## src/rtl/idli_uart_cfg_m.sv

```systemverilog
// Full-duplex UART bridging 4b nibble streams to serial TX/RX lines, widths and timing set by parameters.
// Latency: start bit the cycle after the last TX nibble is accepted; RX nibbles follow the stop sample by 1 cycle.
// Backpressure: TX accept drops while a frame is on the line; RX has none (a busy holding buffer drops frames).
module idli_uart_cfg_m #(
  parameter int DATA_BITS = 8,
  parameter int CLK_DIV   = 4,
  parameter int STOP_BITS = 1
) (
  input  logic       i_uart_gck,
  input  logic       i_uart_rst_n,
  input  logic [3:0] i_uart_tx,
  input  logic       i_uart_tx_vld,
  output logic       o_uart_tx_acp,
  output logic       o_uart_tx,
  input  logic       i_uart_rx,
  output logic [3:0] o_uart_rx,
  output logic       o_uart_rx_vld,
  output logic       o_uart_rx_err,
  output logic       o_uart_rx_ovf
);
  localparam int NIB = DATA_BITS / 4;
  localparam int TW  = $clog2(CLK_DIV + 1);
  localparam int BW  = $clog2(DATA_BITS + 1);
  localparam int NW  = $clog2(NIB + 1);
  localparam logic [TW-1:0] TMR_LAST  = TW'(CLK_DIV - 1);
  localparam logic [TW-1:0] TMR_HALF  = TW'(CLK_DIV / 2 - 1);
  localparam logic [BW-1:0] BIT_LAST  = BW'(DATA_BITS - 1);
  localparam logic [BW-1:0] STOP_LAST = BW'(STOP_BITS - 1);
  localparam logic [NW-1:0] NIB_LAST  = NW'(NIB - 1);

  typedef enum logic [2:0] {TX_IDLE, TX_LOAD, TX_START, TX_DATA, TX_STOP} tx_st_e;
  typedef enum logic [1:0] {RX_IDLE, RX_START, RX_DATA, RX_STOP} rx_st_e;

  tx_st_e               tx_st_q, tx_st_d;
  logic [TW-1:0]        tx_tmr_q, tx_tmr_d;
  logic [BW-1:0]        tx_bit_q, tx_bit_d;
  logic [NW-1:0]        tx_nib_q, tx_nib_d;
  logic [DATA_BITS-1:0] tx_sh_q, tx_sh_d;
  logic                 tx_bnd;

  assign tx_bnd = (tx_tmr_q == TMR_LAST);

  always_comb begin
    tx_st_d       = tx_st_q;
    tx_tmr_d      = tx_bnd ? '0 : tx_tmr_q + 1'b1;
    tx_bit_d      = tx_bit_q;
    tx_nib_d      = tx_nib_q;
    tx_sh_d       = tx_sh_q;
    o_uart_tx_acp = 1'b0;
    o_uart_tx     = 1'b1;
    case (tx_st_q)
      TX_IDLE: begin
        o_uart_tx_acp = 1'b1;
        tx_tmr_d      = '0;
        if (i_uart_tx_vld) begin
          tx_sh_d[3:0] = i_uart_tx;
          tx_nib_d     = NW'(1);
          tx_st_d      = (NIB == 1) ? TX_START : TX_LOAD;
        end
      end
      TX_LOAD: begin
        o_uart_tx_acp = 1'b1;
        tx_tmr_d      = '0;
        if (i_uart_tx_vld) begin
          tx_sh_d[tx_nib_q*4 +: 4] = i_uart_tx;
          if (tx_nib_q == NIB_LAST) tx_st_d = TX_START;
          else                      tx_nib_d = tx_nib_q + 1'b1;
        end
      end
      TX_START: begin
        o_uart_tx = 1'b0;
        if (tx_bnd) begin
          tx_st_d  = TX_DATA;
          tx_bit_d = '0;
        end
      end
      TX_DATA: begin
        o_uart_tx = tx_sh_q[0];
        if (tx_bnd) begin
          tx_sh_d = tx_sh_q >> 1;
          if (tx_bit_q == BIT_LAST) begin
            tx_st_d  = TX_STOP;
            tx_bit_d = '0;
          end else begin
            tx_bit_d = tx_bit_q + 1'b1;
          end
        end
      end
      TX_STOP: begin
        if (tx_bnd) begin
          if (tx_bit_q == STOP_LAST) begin
            tx_st_d  = TX_IDLE;
            tx_bit_d = '0;
          end else begin
            tx_bit_d = tx_bit_q + 1'b1;
          end
        end
      end
      default: tx_st_d = TX_IDLE;
    endcase
  end

  always_ff @(posedge i_uart_gck or negedge i_uart_rst_n) begin
    if (!i_uart_rst_n) begin
      tx_st_q  <= TX_IDLE;
      tx_tmr_q <= '0;
      tx_bit_q <= '0;
      tx_nib_q <= '0;
      tx_sh_q  <= '0;
    end else begin
      tx_st_q  <= tx_st_d;
      tx_tmr_q <= tx_tmr_d;
      tx_bit_q <= tx_bit_d;
      tx_nib_q <= tx_nib_d;
      tx_sh_q  <= tx_sh_d;
    end
  end

  rx_st_e               rx_st_q, rx_st_d;
  logic [1:0]           rx_sync_q, rx_sync_d;
  logic [TW-1:0]        rx_tmr_q, rx_tmr_d;
  logic [BW-1:0]        rx_bit_q, rx_bit_d;
  logic [DATA_BITS-1:0] rx_sh_q, rx_sh_d;
  logic                 rx_arm_q, rx_arm_d;
  logic [DATA_BITS-1:0] hold_q, hold_d;
  logic [NW-1:0]        hold_cnt_q, hold_cnt_d;
  logic                 hold_busy_q, hold_busy_d;
  logic                 err_q, err_d, ovf_q, ovf_d;
  logic                 rx_s;

  assign rx_s = rx_sync_q[1];

  always_comb begin
    rx_sync_d   = {rx_sync_q[0], i_uart_rx};
    rx_st_d     = rx_st_q;
    rx_tmr_d    = rx_tmr_q + 1'b1;
    rx_bit_d    = rx_bit_q;
    rx_sh_d     = rx_sh_q;
    rx_arm_d    = rx_arm_q;
    hold_d      = hold_q;
    hold_cnt_d  = hold_cnt_q;
    hold_busy_d = hold_busy_q;
    err_d       = 1'b0;
    ovf_d       = 1'b0;
    if (hold_busy_q) begin
      hold_d = hold_q >> 4;
      if (hold_cnt_q == NIB_LAST) begin
        hold_busy_d = 1'b0;
        hold_cnt_d  = '0;
      end else begin
        hold_cnt_d  = hold_cnt_q + 1'b1;
      end
    end
    case (rx_st_q)
      RX_IDLE: begin
        rx_tmr_d = '0;
        // After a framing error the line must return high before a new start counts
        if (rx_s)          rx_arm_d = 1'b1;
        else if (rx_arm_q) rx_st_d  = RX_START;
      end
      RX_START: begin
        if (rx_tmr_q == TMR_HALF) begin
          rx_tmr_d = '0;
          rx_bit_d = '0;
          rx_st_d  = rx_s ? RX_IDLE : RX_DATA;
        end
      end
      RX_DATA: begin
        if (rx_tmr_q == TMR_LAST) begin
          rx_tmr_d = '0;
          rx_sh_d  = {rx_s, rx_sh_q[DATA_BITS-1:1]};
          if (rx_bit_q == BIT_LAST) rx_st_d  = RX_STOP;
          else                      rx_bit_d = rx_bit_q + 1'b1;
        end
      end
      RX_STOP: begin
        if (rx_tmr_q == TMR_LAST) begin
          rx_tmr_d = '0;
          rx_st_d  = RX_IDLE;
          if (!rx_s) begin
            err_d    = 1'b1;
            rx_arm_d = 1'b0;
          end else if (hold_busy_q) begin
            ovf_d = 1'b1;
          end else begin
            hold_d      = rx_sh_q;
            hold_busy_d = 1'b1;
            hold_cnt_d  = '0;
          end
        end
      end
      default: rx_st_d = RX_IDLE;
    endcase
  end

  always_ff @(posedge i_uart_gck or negedge i_uart_rst_n) begin
    if (!i_uart_rst_n) begin
      rx_st_q     <= RX_IDLE;
      rx_sync_q   <= 2'b11;
      rx_tmr_q    <= '0;
      rx_bit_q    <= '0;
      rx_sh_q     <= '0;
      rx_arm_q    <= 1'b1;
      hold_q      <= '0;
      hold_cnt_q  <= '0;
      hold_busy_q <= 1'b0;
      err_q       <= 1'b0;
      ovf_q       <= 1'b0;
    end else begin
      rx_st_q     <= rx_st_d;
      rx_sync_q   <= rx_sync_d;
      rx_tmr_q    <= rx_tmr_d;
      rx_bit_q    <= rx_bit_d;
      rx_sh_q     <= rx_sh_d;
      rx_arm_q    <= rx_arm_d;
      hold_q      <= hold_d;
      hold_cnt_q  <= hold_cnt_d;
      hold_busy_q <= hold_busy_d;
      err_q       <= err_d;
      ovf_q       <= ovf_d;
    end
  end

  assign o_uart_rx     = hold_q[3:0];
  assign o_uart_rx_vld = hold_busy_q;
  assign o_uart_rx_err = err_q;
  assign o_uart_rx_ovf = ovf_q;
endmodule

```

## config.mk

```make
export PLATFORM = sky130hd
export DESIGN_NAME = idli_uart_cfg_m
export DESIGN_NICKNAME = d
export VERILOG_FILES = /design/src/rtl/idli_uart_cfg_m.sv
export SDC_FILE = /design/constraint.sdc
export NUM_CORES = 1
export LEC_CHECK = 0
export BUFFER_PORTS_ARGS = -buffer_cell sky130_fd_sc_hd__buf_2
export CAP_MARGIN = 20
export CORE_MARGIN = 2
export CORE_UTILIZATION = 60
export CTS_BUF_LIST = sky130_fd_sc_hd__clkbuf_16
export CTS_CLUSTER_DIAMETER = 200
export DETAILED_ROUTE_END_ITERATION = 10
export MAX_ROUTING_LAYER = met4
export PLACE_DENSITY = 0.75
export SLEW_MARGIN = 20
export SYNTH_ARGS = -nofsm -noshare
export SYNTH_HDL_FRONTEND = slang
export SYNTH_SLANG_ARGS = --single-unit
```

## constraint.sdc

```tcl
create_clock -name i_uart_gck -period 2.25 [get_ports i_uart_gck]
set_input_delay 0.3375 -clock i_uart_gck [delete_from_list [all_inputs] [get_ports i_uart_gck]]
set_output_delay 0.3375 -clock i_uart_gck [all_outputs]
set_load 0.03 [all_outputs]
```

======== Word-level counts from Yosys, hierarchy flattened ========
Index checks and enable logic that the tools add are counted.
Widths: inputs -> output; s select.
storage, ports and cells
  flip-flop bits (word level) ............. 53
  bits of input ports ..................... 8
  output and inout bits ................... 9
  logic and storage cells ................. 150
cells by class
  add/subtract/negate cells ............... 7
  equality and inequality tests ........... 32
  shift operators ......................... 2
  mux-type cells .......................... 72
  reductions and logical operators ........ 20
operator list
  cell                    count
  $mux 8                  7
  $mux 3                  12
  $mux 4                  9
  $ne 2x2->1 const B      18
  $neg 4->34              1
  $shift 4x34->8 const A  1
  $shiftx 4x34->8         1
  $mux 2                  16
  $pmux 4 s3              2
  $reduce_and 4->1        5
  $mux 1                  17
  $pmux 4 s2              2
  $pmux 3 s5              1
  $eq 3x2->1 const B      4
  $pmux 3 s3              1
  $add 4x1->4 const B     2
  $bwmux 8                1
  $eq 4x3->1 const B      2
  $pmux 2 s4              1
  $reduce_and 8->1        1
  $reduce_bool 2->1       4
  $add 3x1->3 const B     2
  $eq 2x1->1 const B      3
  $eq 3x1->1 const B      2
  13 further kinds        18

======== Logic depth before layout (Yosys ltp) ========
  word-level depth ........................ 7
  depth in mapped cells ................... 7

======== Worst setup path before layout ========
Ideal clock, no wire load.
  kind .................................... flip-flop to flip-flop
  from .................................... register tx_st_q[1]
  to ...................................... register tx_st_q[0]
  arrival time ............................ 1.572 ns
  required time ........................... 2.123 ns
  setup slack ............................. 0.550 ns
  cell stages (with the launch flop) ...... 6
  path buffers ............................ 1
  cell sequence ........................... dfrtp_1 buf_4 nor2_2 o21ai_1 nand4_1 mux2_1
on the way
  cells in the longest elaborated chain, start to end .. 3
ends and longest elaborated chain
  what                                line  text
  from (decl)                         34    tx_st_e tx_st_q, tx_st_d;
  from (signal assigned)              111   tx_st_q <= tx_st_d;
  $eq 3x3->1 (tied with other cells)  51    case (tx_st_q)
  $ne 2x2->1 (no line)                n/a
  $reduce_and 8->1 (no line)          n/a
Several ways; a longest one is shown, not always the timed one.
A chain may end at the register's enable or synchronous reset.

======== Worst setup path in the final report ========
  from .................................... register rx_tmr_q[0]
  to ...................................... register rx_sh_q[3]
on the way
  cells in the longest elaborated chain, start to end .. 2
ends and longest elaborated chain
  what                        line  text
  from (decl)                 121   logic [TW-1:0] rx_tmr_q, rx_tmr_d;
  from (signal assigned)      212   rx_tmr_q <= rx_tmr_d;
  $eq 3x2->1                  169   if (rx_tmr_q == TMR_LAST) begin
  $reduce_and 2->1 (no line)  n/a
  to (signal assigned)        214   rx_sh_q <= rx_sh_d;
  to (decl)                   123   logic [DATA_BITS-1:0] rx_sh_q, rx_sh_d;
No other way between the ends.

==> results.py <==
metrics = {
    "layout": {
        "final_core_util": 0.679,
        "n_antenna_cell": 0,
        "fin_nets": 289,
        "seqCellArea_mm2": 0.00133,
        "drive_gt1_frac": 0.184,
        "multi_input_area_mm2": 0.00118,
        "n_fill_cell": 330,
        "area_growth_pct": 10.1,
    },
    "placement": {
        "port_buffers": 16,
        "dp_slack_ns": 0.539,
        "gp_congestion": 0.851,
        "dpl.hpwl_mm": 3.18,
    },
    "synth": {
        "synth-edff-count": 0,
        "yosysUniqueCellTypes": 51,
        "seq_area_frac_synth": 0.502,
        "synth_cells": 254,
        "synthArstFlopShare": 1.00,
        "synth_area_mm2": 0.00265,
        "syn_avg_cell_area_um2": 10.4,
        "yosys_warnings": 0,
        "synth.net_count": 272,
        "ys_ff_latch": 53,
        "synthFlopType": "dfrtp_1",
    },
    "grt": {
        "grt_antenna_before_repair": 0,
        "grt_remaining_overflow": 0,
        "grt_pass1_vias": 1740,
        "grt_use_total": 0.206,
        "grt_max_degree": 21,
        "grt_pass1_wl_mm": 7.78,
    },
    "hold_path": {
        "hold_path.class": "input pin to flop",
        "holdCritStartpoint": "i_uart_rx",
    },
    "status": {
        "run_status": "finished, final reports clean",
    },
    "floorplan": {
        "start_util": 0.617,
        "die_h_um": 70.5,
        "fp.dieW_um": 70.5,
        "coreArea_mm2": 0.00429,
        "io_pins": 17,
        "rows": 24,
        "dieArea_mm2": 0.00497,
    },
    "sta": {
        "grt_setup_unrepaired": "false",
        "timing.hold.ws_ns": 0.146,
        "worst_slew_pin_slew_ns": 0.461,
        "setup_violations": 0,
        "slew_viol_final": 0,
        "final.setup.tns_ns": 0,
        "max_freq_mhz": 580,
        "final_hold_viol_count": 0,
        "post-route-period-util": 0.766,
        "relSlewSlack": 0.692,
        "layout_setup_ws_ns": 0.526,
        "min_period_ns": 1.72,
        "finalClockSkew_ns": 0.00578,
    },
    "job": {
        "timing.max_cap.violations": 0,
    },
    "worst_setup_path": {
        "setup.worst_path.end_class": "flop",
        "crit_path_start_kind": "flop",
        "arrival_ns": 1.90,
        "cp_max_fo": 9,
        "worstPathRequired_ns": 2.43,
        "path_class": "flop to flop",
        "r2r-start": "rx_tmr_q[0]$_DFF_PN0_",
        "crit_start": "rx_tmr_q[0]$_DFF_PN0_",
    },
    "cts": {
        "cts_setup_buffers": 0,
        "clkSlewWorstSetupHoldPaths_ns": 0.07,
        "cts_tree": "built",
        "clock-sinks": 53,
        "cts_root_buffer": "clkbuf_16",
        "worstSkewPairLatency_ns": 0.29,
        "clock_path_buffers": 2,
        "cts-htree-levels": 2,
        "cts_inserted_buffers": 5,
    },
    "drt": {
        "drt-vias-per-instance": 5.72,
        "dr.pass1.iters": 4,
        "drtAntennaViolNets": 0,
        "vias": 1854,
        "wl_per_cell_um": 13.8,
        "dr.first_iter.drc_count": 134,
        "drc_errors": 0,
        "wl_mm": 4.46,
    },
    "pwr": {
        "peakVddDrop_v": 0.000522,
        "p_total_uw": 3290,
        "leakage_uw": 0.00138,
        "power-per-cell-area_mw_per_mm2": 1130,
    },
}
synthesized netlist by cell type, types with 2 or more instances:
| master | count | share of area |
|---|---|---|
| dfrtp_1 | 50 | 0.47 |
| nand2_1 | 30 | 0.042 |
| a21oi_1 | 14 | 0.026 |
| o21ai_0 | 14 | 0.026 |
| inv_1 | 13 | 0.018 |
| nor2_1 | 13 | 0.018 |
| ha_1 | 10 | 0.047 |
| a22o_1 | 9 | 0.030 |
| nand3_1 | 9 | 0.017 |
| mux2_2 | 8 | 0.034 |
| buf_4 | 6 | 0.017 |
| a22oi_1 | 5 | 0.014 |
| mux2i_1 | 5 | 0.019 |
| nand2b_1 | 5 | 0.012 |
| nor2b_1 | 5 | 0.012 |
| buf_2 | 4 | 0.0076 |
| nor3_1 | 4 | 0.0076 |
| a21o_1 | 3 | 0.0085 |
| dfstp_2 | 3 | 0.030 |
| nand3b_1 | 3 | 0.0085 |
| nor3b_1 | 3 | 0.0085 |
| or3_1 | 3 | 0.0071 |
| mux2_1 | 2 | 0.0085 |
| nand4_1 | 2 | 0.0047 |
| nor4b_1 | 2 | 0.0066 |
| o211ai_1 | 2 | 0.0057 |
| o21ai_1 | 2 | 0.0038 |
| o31ai_1 | 2 | 0.0057 |
critical path: stages (launching register included):
cell     delay (ns)
dfrtp_1        0.40
ha_1           0.22
ha_1           0.27
nand2_1        0.32
mux2_2         0.39
cells by family after synthesis:
kind of cell / synth area share
adder cells (fa/ha/maj): 0.0472
AO/OA/AOI/OAI: 0.159
multiplexers: 0.0614
buffers and inverters: 0.0519
flip-flops: 0.502
AND/OR/NAND/NOR: 0.179
cell type report:
type | instances | share of cell area
tap | 52 | 0.0223
sequential | 53 | 0.456
multi-input combinational | 174 | 0.406
inverter | 14 | 0.0180
clock buffer | 5 | 0.0429
clock inverter | 3 | 0.00901
timing repair buffer | 23 | 0.0463
metrics by stage:
step / area (um^2) / std cells
after floorplan: 2650 / 254
after global placement: 2760 / 315
after detailed placement: 2760 / 315
after CTS: 2920 / 324
after global routing: 2920 / 324
final: 2920 / 324
repair_timing:
item	CTS	global route
hold buffers	1	0
gates resized for setup	0	0
hold endpoints to repair	17	0
flip-flops by register name, summed over array words and instances (netlist names), named ones only:
| signal | cells |
|---|---|
| hold_q | 8 |
| rx_sh_q | 8 |
| tx_sh_q | 8 |
| rx_bit_q | 4 |
| tx_bit_q | 4 |
| rx_tmr_q | 3 |
| tx_st_q | 3 |
| tx_tmr_q | 3 |
| hold_cnt_q | 2 |
| rx_sync_q | 2 |
| tx_nib_q | 2 |
| o_uart_rx_err | 1 |
| o_uart_rx_ovf | 1 |
| o_uart_rx_vld | 1 |
| rx_arm_q | 1 |
| rx_st_q | 1 |
layer usage:
layer	routed length, um	share of wire	GRT usage	vias to the layer above
met2	2130	0.48	0.327	35
li1	-	-	-	934
met1	2120	0.48	0.260	879
met5	0	0	-	-
met4	59	0.013	0.0769	0
met3	149	0.033	0.0476	6
where the power goes:
part / internal, uW / switching (uW)
registers: 1220 / 240
clock network: 420 / 354
logic: 470 / 586
layout by cell type, fill, tap and decap left out, drive strengths merged, types with 2 or more instances in the layout:
cell,instances
a21o,3
a21oi,16
a22o,9
a22oi,5
a31oi,2
buf,22
clkbuf,5
clkinvlp,2
dfrtp,50
dfstp,3
ha,10
inv,15
mux2,10
mux2i,5
nand2,30
nand2b,5
nand3,9
nand3b,3
nand4,2
nand4b,2
nor2,14
nor2b,6
nor3,4
nor3b,4
nor4b,2
o211ai,2
o21ai,16
o31ai,2
or3,3
worst paths after layout:
| kind | depth (start not counted) | to | slack, ns |
|---|---|---|---|
| worst max-delay path | 4 | rx_sh_q[3]$_DFFE_PN0P_ | 0.53 |
| worst min-delay path | 1 | rx_sync_q[0]$_DFF_PN1_ | 0.15 |
| worst max register to register | 4 | rx_sh_q[3]$_DFFE_PN0P_ | 0.53 |
| worst min register to register | 0 | rx_sync_q[1]$_DFF_PN1_ | 0.35 |
| max in group asynchronous | 3 | rx_arm_q$_DFFE_PN1P_ | 1.09 |
| min in group asynchronous | 2 | rx_tmr_q[2]$_DFF_PN0_ | 0.52 |
No activity file was read; power rests on OpenSTA's default activity.
